File: src/rtl/seq_pkg.sv
// Shared sequencing types: controller FSM states and the command word width.
package seq_pkg;

   localparam int unsigned CMD_WIDTH = 32;

   typedef enum logic [1:0] {
      ST_IDLE  = 2'd0,
      ST_LATCH = 2'd1,
      ST_GAP   = 2'd2
   } seq_state_e;

endpackage : seq_pkg

File: src/rtl/sync_fifo_mem.sv
// Synchronous FIFO storage with pointers, occupancy count and full/empty flags.
// A push into a full FIFO is accepted only when a pop happens on the same edge.
module sync_fifo_mem #(
   parameter int unsigned DATA_WIDTH = 32,
   parameter int unsigned DEPTH      = 8,
   parameter int unsigned ADDR_WIDTH = 3
) (
   input  logic                  clock,
   input  logic                  reset,
   input  logic                  flush,
   input  logic                  push,
   input  logic                  pop,
   input  logic [DATA_WIDTH-1:0] wr_data,
   output logic [DATA_WIDTH-1:0] rd_data_c,
   output logic [ADDR_WIDTH:0]   count,
   output logic                  empty,
   output logic                  full
);

   localparam int unsigned CNT_W = ADDR_WIDTH + 1;

   logic [DATA_WIDTH-1:0] mem [DEPTH];
   logic [ADDR_WIDTH-1:0] wr_ptr;
   logic [ADDR_WIDTH-1:0] rd_ptr;
   logic [CNT_W-1:0]      count_next;
   logic                  push_ok;
   logic                  pop_ok;

   // Qualify requests against the current occupancy.
   always_comb begin
      pop_ok     = pop && !empty;
      push_ok    = push && (!full || pop_ok);
      count_next = count;
      unique case ({push_ok, pop_ok})
         2'b10:   count_next = count + CNT_W'(1);
         2'b01:   count_next = count - CNT_W'(1);
         default: count_next = count;
      endcase
   end

   assign rd_data_c = mem[rd_ptr];

   // Storage has no reset; only the pointer-selected entries are ever read.
   always_ff @(posedge clock) begin
      if (push_ok && !flush) begin
         mem[wr_ptr] <= wr_data;
      end
   end

   always_ff @(posedge clock) begin
      if (reset || flush) begin
         wr_ptr <= '0;
         rd_ptr <= '0;
         count  <= '0;
         empty  <= 1'b1;
         full   <= 1'b0;
      end else begin
         if (push_ok) wr_ptr <= wr_ptr + ADDR_WIDTH'(1);
         if (pop_ok)  rd_ptr <= rd_ptr + ADDR_WIDTH'(1);
         count <= count_next;
         empty <= (count_next == CNT_W'(0));
         full  <= (count_next == CNT_W'(DEPTH));
      end
   end

endmodule : sync_fifo_mem

File: src/rtl/cmd_word_fifo.sv
// Buffers SPI command words and replays them as a held cmd_data bus with a
// single-cycle latch_data strobe followed by a fixed idle gap.
module cmd_word_fifo
   import seq_pkg::*;
#(
   parameter int unsigned DATA_WIDTH = CMD_WIDTH,
   parameter int unsigned DEPTH      = 8,
   parameter int unsigned ADDR_WIDTH = 3,
   parameter int unsigned LATCH_GAP  = 2
) (
   input  logic                  clock,
   input  logic                  reset,
   input  logic                  wr_valid,
   input  logic [DATA_WIDTH-1:0] wr_data,
   input  logic                  flush,
   input  logic                  sink_ready,
   input  logic                  clear_overflow,
   output logic [DATA_WIDTH-1:0] cmd_data,
   output logic                  latch_data,
   output logic [ADDR_WIDTH:0]   fifo_count,
   output logic                  empty,
   output logic                  full,
   output logic                  overflow
);

   localparam int unsigned GAP_W    = (LATCH_GAP > 1) ? $clog2(LATCH_GAP) : 1;
   localparam int unsigned GAP_LAST = (LATCH_GAP > 0) ? LATCH_GAP - 1 : 0;

   seq_state_e            state;
   seq_state_e            state_next;
   logic [GAP_W-1:0]      gap_cnt;
   logic [GAP_W-1:0]      gap_cnt_next;
   logic                  pop;
   logic                  ovf_set;
   logic                  push;
   logic [DATA_WIDTH-1:0] rd_data_c;

   // Flush discards a same-edge word without flagging overflow.
   assign push = wr_valid && !flush;

   sync_fifo_mem #(
      .DATA_WIDTH (DATA_WIDTH),
      .DEPTH      (DEPTH),
      .ADDR_WIDTH (ADDR_WIDTH)
   ) u_mem (
      .clock     (clock),
      .reset     (reset),
      .flush     (flush),
      .push      (push),
      .pop       (pop),
      .wr_data   (wr_data),
      .rd_data_c (rd_data_c),
      .count     (fifo_count),
      .empty     (empty),
      .full      (full)
   );

   // Next-state logic; sink_ready is only consulted while idle.
   always_comb begin
      state_next   = state;
      gap_cnt_next = gap_cnt;
      pop          = 1'b0;
      ovf_set      = 1'b0;
      unique case (state)
         ST_IDLE: begin
            if (!empty && sink_ready && !flush) begin
               pop        = 1'b1;
               state_next = ST_LATCH;
            end
         end
         ST_LATCH: begin
            gap_cnt_next = '0;
            state_next   = (LATCH_GAP > 0) ? ST_GAP : ST_IDLE;
         end
         ST_GAP: begin
            if (gap_cnt == GAP_W'(GAP_LAST)) begin
               state_next = ST_IDLE;
            end else begin
               gap_cnt_next = gap_cnt + GAP_W'(1);
            end
         end
         default: state_next = ST_IDLE;
      endcase
      ovf_set = wr_valid && !flush && full && !pop;
   end

   // State, strobe, held command word and sticky overflow.
   always_ff @(posedge clock) begin
      if (reset) begin
         state      <= ST_IDLE;
         gap_cnt    <= '0;
         latch_data <= 1'b0;
         cmd_data   <= '0;
         overflow   <= 1'b0;
      end else begin
         state      <= state_next;
         gap_cnt    <= gap_cnt_next;
         latch_data <= (state_next == ST_LATCH);
         if (pop) cmd_data <= rd_data_c;
         if (ovf_set) begin
            overflow <= 1'b1;
         end else if (clear_overflow) begin
            overflow <= 1'b0;
         end
      end
   end

endmodule : cmd_word_fifo
File: config.mk
export PLATFORM = sky130hd
export DESIGN_NAME = cmd_word_fifo
export DESIGN_NICKNAME = d
export VERILOG_FILES = /design/src/rtl/seq_pkg.sv /design/src/rtl/sync_fifo_mem.sv /design/src/rtl/cmd_word_fifo.sv
export SDC_FILE = /design/constraint.sdc
export NUM_CORES = 1
export LEC_CHECK = 0
export ABC_CLOCK_PERIOD_IN_PS = 6760
export CAP_MARGIN = 0
export CORE_MARGIN = 2
export CORE_UTILIZATION = 30
export CTS_CLUSTER_DIAMETER = 60
export DETAILED_ROUTE_END_ITERATION = 10
export PLACE_DENSITY = 0.57
export SLEW_MARGIN = 5
export SYNTH_ARGS = -nofsm -noshare
export SYNTH_HDL_FRONTEND = slang
export SYNTH_HIERARCHICAL = 1
export SYNTH_SLANG_ARGS = --single-unit
File: constraint.sdc
create_clock -name clock -period 6.76 [get_ports clock]
set_input_delay 1.69 -clock clock [delete_from_list [all_inputs] [get_ports clock]]
set_output_delay 1.69 -clock clock [all_outputs]
set_load 0.05 [all_outputs]
* Word level (Yosys, flattened, before mapping)
Memory sizes are Yosys's and may differ from the RTL's. A register that Yosys moved wholly into a read port is not among the register bits. Index checks and enable logic that the tools add are counted. Widths: inputs -> output; s select.
Cells by class: $add $sub $neg 5, equal/unequal tests 6, multiplexer cells 12, reductions and logical operators 18
Operators by type and width (count):
- $logic_and 1x1->1 | 8
- $pmux 4 s2 | 1
- $mux 1 | 7
- $add 3x1->3 const B | 2
- $eq 2x1->1 const B | 3
- $pmux 2 s3 | 1
- $add 4x1->4 const B | 1
- $eq 2x2->1 const B | 2
- $eq 4x4->1 const B | 1
- $logic_not 1->1 | 4
- $logic_not 4->1 | 1
- $mux 2 | 2
- $reduce_bool 2->1 | 2
- $sub 4x1->4 const B | 1
- $logic_not 2->1 | 1
- $logic_or 1x1->1 | 2
- $pmux 1 s2 | 1
- $add 1x1->1 const B | 1
Storage, ports and cells: bits in registers 17, bits in writable memories 256, input bits 38, output and inout bits 40, word-level logic and storage cells 51, memories 1
Memories:
- u_mem.mem | words 8, width 32, read ports 1, clocked after memory_dff 1, write ports 1, RTL line sync_fifo_mem.sv:22 | logic [DATA_WIDTH-1:0] mem [DEPTH];

* Logic depth before layout (Yosys ltp)
Gate-level depths: netlist of the first run.
depth in word-level cells 11, gate-level depth with buffers 16, mapped depth without buffers 13

* By module
Netlist of the first run, hierarchy kept.
Modules (own cells, without submodules):
- sync_fifo_mem | instances 1, cells each 457, area each 10543.9 sq um, seq. area each 7987.7 sq um
- cmd_word_fifo | instances 1, cells each 167, area each 1559.0 sq um, seq. area each 740.7 sq um

* Least setup slack after synthesis of the first run
No wires, ideal clock.
kind input -> register, start input flush, end memory u_mem.mem[3][0] (enable), setup time 513 ps, data arrival time 6311 ps, required time 6247 ps, setup slack -64 ps, cell stages on the path 9, buffers on the path 3, cell sequence nand4bb_1 > buf_6 > clkinv_4 > buf_12 > nor2b_1 > buf_2 > o21ai_2 > or2_2 > nor4b_1
Between the ends: word-level cells in the longest chain between the ends 10, elaborated cells on any way between the ends 11, those cells by class 4 x mux; 7 x reduce/logical
RTL lines:
- from (decl) | RTL line cmd_word_fifo.sv:15 | input logic flush,
- $logic_not 1->1 | RTL line cmd_word_fifo.sv:66 | if (!empty && sink_ready && !flush) begin
- $logic_and 1x1->1 | RTL line cmd_word_fifo.sv:66
- $mux 1 | RTL line cmd_word_fifo.sv:66
- $mux 1 | RTL line cmd_word_fifo.sv:64 | unique case (state)
- via pop | RTL line cmd_word_fifo.sv:33 | logic pop;
- $logic_and 1x1->1 | RTL line sync_fifo_mem.sv:31 | pop_ok = pop && !empty;
- via u_mem.pop_ok | RTL line sync_fifo_mem.sv:27 | logic pop_ok;
- $logic_or 1x1->1 | RTL line sync_fifo_mem.sv:32 | push_ok = push && (!full || pop_ok);
- $logic_and 1x1->1 | RTL line sync_fifo_mem.sv:32
- $logic_and 1x1->1 | RTL line sync_fifo_mem.sv:45 | if (push_ok && !flush) begin
- $mux 1 | RTL line sync_fifo_mem.sv:45
- $mux 1 (implied by the code) | RTL line sync_fifo_mem.sv:46 | mem[wr_ptr] <= wr_data;
- to (decl) | RTL line sync_fifo_mem.sv:22
The timed path passes the listed nets, and every way through them passes these cells.

* Worst setup path in the final report of the first run
start input flush, end register u_mem.empty
Between the ends: word-level cells in the longest chain between the ends 10, elaborated cells on any way between the ends 13, those cells by class 2 x eq/ne; 3 x mux; 8 x reduce/logical
RTL lines:
- $logic_not 1->1 | RTL line cmd_word_fifo.sv:39, cmd_word_fifo.sv:66
- $logic_and 1x1->1 | RTL line cmd_word_fifo.sv:66
- $mux 1 | RTL line cmd_word_fifo.sv:66
- $mux 1 | RTL line cmd_word_fifo.sv:64
- $logic_and 1x1->1 | RTL line sync_fifo_mem.sv:31
- $logic_or 1x1->1 | RTL line sync_fifo_mem.sv:32
- $logic_and 1x1->1 | RTL line sync_fifo_mem.sv:32
- $eq 2x1->1 / $eq 2x2->1 (equally long branches) | RTL line sync_fifo_mem.sv:34 | unique case ({push_ok, pop_ok})
- $pmux 4 s2 | RTL line sync_fifo_mem.sv:34
- $logic_not 4->1 | RTL line sync_fifo_mem.sv:61 | empty <= (count_next == CNT_W'(0));
- to (signal assigned) | RTL line sync_fifo_mem.sv:61
- to (decl) | RTL line sync_fifo_mem.sv:16 | output logic empty,
Parallel ways exist; a longest one is shown, timed or not. A chain may end at the register's enable or synchronous reset.

==> results.json, run 1 <==
{
  "ir_drop_v": 0.0001640,
  "drive_above_1_share_pct": 24.76,
  "yosysSeqAreaShare_pct": 72.12,
  "clock_latency_ns": 0.55,
  "max_slew_margin_pct": 35.58,
  "layout_commonest_cell": "edfxtp_1",
  "setup_viol_count_final": 0,
  "vias": 5767,
  "grt_pass1_wl_um": 36280,
  "drt-total-wl_um": 23480,
  "grt_antenna_before_repair": 1,
  "grt_usage_pct": 11.28,
  "die_area_um2": 41970,
  "cp_max_fo": 33,
  "async_flop_share_pct": 0,
  "path_clk_slew_ns": 0.06,
  "synth-edff-count": 256,
  "netlist.area_leader.share_pct": 63.52,
  "first_pass_iters": 4,
  "synth_ff_type": "edfxtp_1",
  "hold_buffers": 0,
  "hold_viol": 0,
  "fin_skew_ns": 0.01208,
  "status": "finished, final reports clean",
  "synthesis.area_um2": 12100,
  "tritoncts": "built",
  "viasPerCell": 4.577,
  "coreArea_um2": 39730,
  "drcViolationCount": 0,
  "endpoint_kind": "flop",
  "antenna_left": 0,
  "start_kind": "input pin",
  "yosysTopAreaCell": "edfxtp_1",
  "clk_path_buf_depth": 3,
  "ys_warn_count": 6,
  "grt_max_degree": 65,
  "h-tree-depth": 1,
  "drt_iter0_markers": 362,
  "boundaryPins": 78,
  "hold-worst-slack_ns": 0.4577,
  "syn-num-nets": 670,
  "hold_path_class": "flop to flop",
  "maxCapViolations": 0,
  "numCtsBuffers": 30,
  "final_cells": 1260,
  "rsz0062_at_grt": "false",
  "postLayoutSetupSlackWorst_ns": 1.670,
  "power_density_nw_per_um2": 267.2,
  "cp.arrival_ns": 5.54,
  "yosysUniqueCellTypes": 47,
  "initial_core_util_pct": 30.46,
  "final_cell_mix": "edfxtp_1, clkdlybuf4s50_1, dfxtp_1",
  "io_buffers": 77,
  "nets": 757,
  "cts_setup_buffers": 0,
  "synthCells": 624,
  "die_h_um": 204.9,
  "ys_ff_latch": 308,
  "cts_resized": 0,
  "dp_slack_ns": 1.116,
  "ys_top_cells_by_area": "edfxtp_1, mux4_1, dfxtp_1",
  "clock-sinks": 308,
  "fp.dieW_um": 204.9,
  "critPathKind": "input pin to flop",
  "max_freq_mhz": 196.5,
  "slew_viol_final": 0,
  "min_period_over_period_pct": 75.29,
  "tightest_slew_ns": 0.9663,
  "place_hpwl_um": 13050,
  "fillers": 3704,
  "root_buffer": "clkbuf_16",
  "place.gp.congestion": 0.6718,
  "utilization_pct": 36.39,
  "dp.cells": 1204,
  "grt_pass1_vias": 6059,
  "grt_overflow": 0,
  "avgSynthCellArea_um2": 19.40,
  "post-route-min-period_ns": 5.090,
  "setup_tns_ns": 0,
  "diodes": 0,
  "synthToLayoutAreaGrowth_pct": 19.48,
  "reg2reg_setup_slack_ns": 3.03,
  "critPathRequiredTime_ns": 7.21,
  "num_rows": 73,
  "wl_per_cell_um": 18.63,
  "leakage_nw": 4.474
}
[registers in the layout, indices dropped and copies added, names as in the netlist, 2 cells and up, named ones only]
name          cells
state             2
u_mem/rd_ptr      3
cmd_data         32
u_mem/mem       256
u_mem/count       4
u_mem/wr_ptr      3
[path summary, 6_finish.rpt]
| path | start | endpoint | depth (start not counted) |
|---|---|---|---|
| hold reg to reg | cmd_data[6]$_SDFFE_PP0P_ | cmd_data[6]$_SDFFE_PP0P_ | 2 |
| hold / removal | cmd_data[6]$_SDFFE_PP0P_ | cmd_data[6]$_SDFFE_PP0P_ | 2 |
| setup reg to reg | state[0]$_SDFF_PP0_ | u_mem/empty$_SDFF_PP1_ | 13 |
| setup / recovery | flush | u_mem/empty$_SDFF_PP1_ | 12 |
[where the power goes]
part / total [W] / internal [W] / switching (W)
Combinational: 0.0000936 / 0.0000378 / 0.0000558
Sequential: 0.00207 / 0.00206 / 0.00000346
Clock: 0.00170 / 0.00102 / 0.000684
[synthesized netlist by cell type (all sizes together), types with 6 or more instances]
| library cell | count |
|---|---|
| a21oi | 38 |
| buf | 26 |
| clkbuf | 8 |
| dfxtp | 52 |
| edfxtp | 256 |
| ha | 8 |
| mux2 | 33 |
| mux4 | 64 |
| nand2 | 67 |
| nor2 | 16 |
| nor2b | 6 |
[area by class of cell]
cell class / count / area, µm² / area share [%]
multi-input cells: 276 / 3161 / 21.86
well taps: 525 / 656.9 / 4.543
clock buffers: 40 / 838.3 / 5.797
clock inverters: 16 / 186.4 / 1.289
flip-flops and latches: 308 / 8735 / 60.41
inverters: 6 / 27.53 / 0.1904
repair buffers: 89 / 855.8 / 5.918
[stage by stage]
stage               power (W)  instance area, µm²
finish               0.003864               14460
global route         0.003999               14460
CTS                  0.003914               14460
floorplan            0.002148               12100
detailed placement   0.002202               13440
global placement     0.002199               13440
[worst max-delay path, cell delays in order]
cell and delay, ns:
clkdlybuf4s50_1 0.66, nand4bb_2 0.43, clkinv_4 0.33, nor2b_1 0.54, o21ai_2 0.20, ha_1 0.29, xor2_1 0.17, ha_1 0.19
a21oi_1 0.16, mux2i_1 0.29, mux2_2 0.38, o31ai_1 0.19
[cells by family after synthesis]
kind of cell / synth area share [%]
flops: 72.12
simple gates: 4.497
mux: 16.63
compound gates: 3.246
buf+inv: 2.243
fa+ha+maj: 0.8271
xor+xnor: 0.4342
[layer usage]
metal | vias up | track usage, % | share of wire, %
met5 | - | 0 | 0.068
met4 | 2 | 2.338 | 1.3
met3 | 27 | 2.179 | 4.6
met2 | 122 | 18.42 | 47
met1 | 2955 | 15.68 | 47
li1 | 2661 | - | -
No activity file was read; power rests on OpenSTA's default activity.
==> run 2: changes to the inputs <==
--- a/config.mk
+++ b/config.mk
@@ -5,7 +5,7 @@
 export SDC_FILE = /design/constraint.sdc
 export NUM_CORES = 1
 export LEC_CHECK = 0
-export ABC_CLOCK_PERIOD_IN_PS = 6760
+export ABC_CLOCK_PERIOD_IN_PS = 4180
 export CAP_MARGIN = 0
 export CORE_MARGIN = 2
 export CORE_UTILIZATION = 30
==> constraint.sdc (replaced) <==
create_clock -name clock -period 4.18 [get_ports clock]
set_input_delay 1.045 -clock clock [delete_from_list [all_inputs] [get_ports clock]]
set_output_delay 1.045 -clock clock [all_outputs]
set_load 0.05 [all_outputs]
==> run 2 against run 1 <==
Effect of this change:
- combinational power grew 69%
- die area is the same
- cell area grew 2.1%
- final cell count grew 1.2%
- worst hold slack gained 0.0032 ns
- clock power grew 79%
- setup slack lost 0.94 ns
- core utilization grew 0.78 points
- critical path type unchanged
==> results.json, run 2 (same netlist as run 1, synthesis figures left out) <==
{
  "status": "finished, final reports clean",
  "critPathMaxStageDelay_ns": 0.42,
  "endpoint_kind": "flop",
  "fp.dieW_um": 204.9,
  "place.gp.congestion": 0.6825,
  "viasPerCell": 4.599,
  "root_buffer": "clkbuf_16",
  "hold_buffers": 0,
  "power.total_w": 0.006551,
  "cts_setup_buffers": 0,
  "crit_path_cell_trace": "clkdlybuf4s50_1, nand4bb_2, clkinv_4, nor2b_1, o21ai_2, ha_1, xor2_1, ha_1, a21oi_1, mux2i_1, mux2_2, o31ai_1",
  "max_slew_margin_pct": 31.04,
  "grt_pass1_vias": 6068,
  "clk_path_buf_depth": 3,
  "fin_skew_ns": 0.02064,
  "largest_reg_flops": 256,
  "drive_above_1_share_pct": 26.27,
  "tightest_slew_ns": 1.034,
  "die_h_um": 204.9,
  "max_freq_mhz": 289.5,
  "cp_max_fo": 6,
  "maxCapViolations": 0,
  "place_hpwl_um": 14250,
  "hold_path_class": "flop to flop",
  "leakage_nw": 4.603,
  "cp.arrival_ns": 3.88,
  "drt-total-wl_um": 24410,
  "grt_pass1_wl_um": 37130,
  "dp_slack_ns": 0.2420,
  "cpMostUsedCell": "ha_1",
  "setup_viol_count_final": 0,
  "numCtsBuffers": 34,
  "rsz0062_at_grt": "false",
  "nets": 770,
  "boundaryPins": 78,
  "cts_resized": 0,
  "clock_latency_ns": 0.51,
  "layout_commonest_cell": "edfxtp_1",
  "critPathRequiredTime_ns": 4.60,
  "die_area_um2": 41970,
  "num_rows": 73,
  "min_period_over_period_pct": 82.64,
  "hold_viol": 0,
  "final_cell_mix": "edfxtp_1, clkdlybuf4s50_1, dfxtp_1",
  "grt_overflow": 0,
  "clock-sinks": 308,
  "initial_core_util_pct": 30.46,
  "tritoncts": "built",
  "slew_viol_final": 0,
  "drcViolationCount": 0,
  "ir_drop_v": 0.0003495,
  "h-tree-depth": 2,
  "antenna_left": 0,
  "start_kind": "input pin",
  "synthToLayoutAreaGrowth_pct": 22.04,
  "wl_per_cell_um": 19.15,
  "first_pass_iters": 4,
  "post-route-min-period_ns": 3.454,
  "top_register": "u_mem/mem",
  "diodes": 0,
  "critPathKind": "input pin to flop",
  "power_density_nw_per_um2": 443.6,
  "grt_max_degree": 36,
  "coreArea_um2": 39730,
  "drt_iter0_markers": 303,
  "cp_slowest_cell": "clkdlybuf4s50_1",
  "io_buffers": 77,
  "fillers": 3672,
  "path_clk_slew_ns": 0.06,
  "postLayoutSetupSlackWorst_ns": 0.7256,
  "reg.largest.list": "u_mem/mem x256, cmd_data x32, u_mem/count x4",
  "vias": 5864,
  "grt_antenna_before_repair": 1,
  "grt_usage_pct": 11.80
}
==> run 2: layout make-up <==
class	count	area (µm²)	area share, %
clock inverter	20	220.2	1.491
clock buffer	42	932.1	6.311
timing repair buffer	98	985.9	6.675
inverter	6	27.53	0.1864
multi-input combinational	276	3213	21.75
tap	525	656.9	4.447
sequential	308	8735	59.14
==> run 2: final timing paths <==
check	slack (ns)	cells past startpoint	endpoint	start
min	0.46	2	cmd_data[4]$_SDFFE_PP0P_	cmd_data[4]$_SDFFE_PP0P_
max	0.73	12	u_mem/empty$_SDFF_PP1_	flush
min reg2reg	0.46	2	cmd_data[4]$_SDFFE_PP0P_	cmd_data[4]$_SDFFE_PP0P_
max reg2reg	1.14	13	u_mem/empty$_SDFF_PP1_	state[0]$_SDFF_PP0_
==> run 2: power breakdown <==
part / switching (W) / internal [W] / total, W
clock network: 0.00121 / 0.00185 / 0.00305
logic: 0.0000946 / 0.0000630 / 0.000158
registers: 0.00000550 / 0.00334 / 0.00334
total: 0.00131 / 0.00524 / 0.00655
==> run 2: through the flow <==
| stage | util (%) | TNS, ns | std cells | hold slack [ns] | cell area [µm²] |
|---|---|---|---|---|---|
| after global routing | 37.18 | 0 | 1275 | 0.4795 | 14770 |
| final | 37.18 | 0 | 1275 | 0.4609 | 14770 |
| after global placement | 34.27 | 0 | 1213 | 0.4475 | 13620 |
| after detailed placement | 34.27 | 0 | 1213 | 0.4530 | 13620 |
| after CTS | 37.18 | 0 | 1275 | 0.4628 | 14770 |
| after floorplan | - | -37.94 | 624 | 0.4536 | 12170 |
==> run 2: routing by layer <==
layer	track usage (%)	wire, µm	vias up
li1	-	-	2693
met1	16.73	11650	3021
met2	18.45	11220	113
met3	2.386	1063	35
met4	3.289	471	2
met5	0	13	-
==> run 2: worst max-delay path, delay by kind of cell <==
family,cells,cell delay [ns]
mux,2,0.69
buf+inv,2,0.49
simple gates,2,0.51
xor+xnor,1,0.17
fa+ha+maj,2,0.47
compound gates,3,0.50
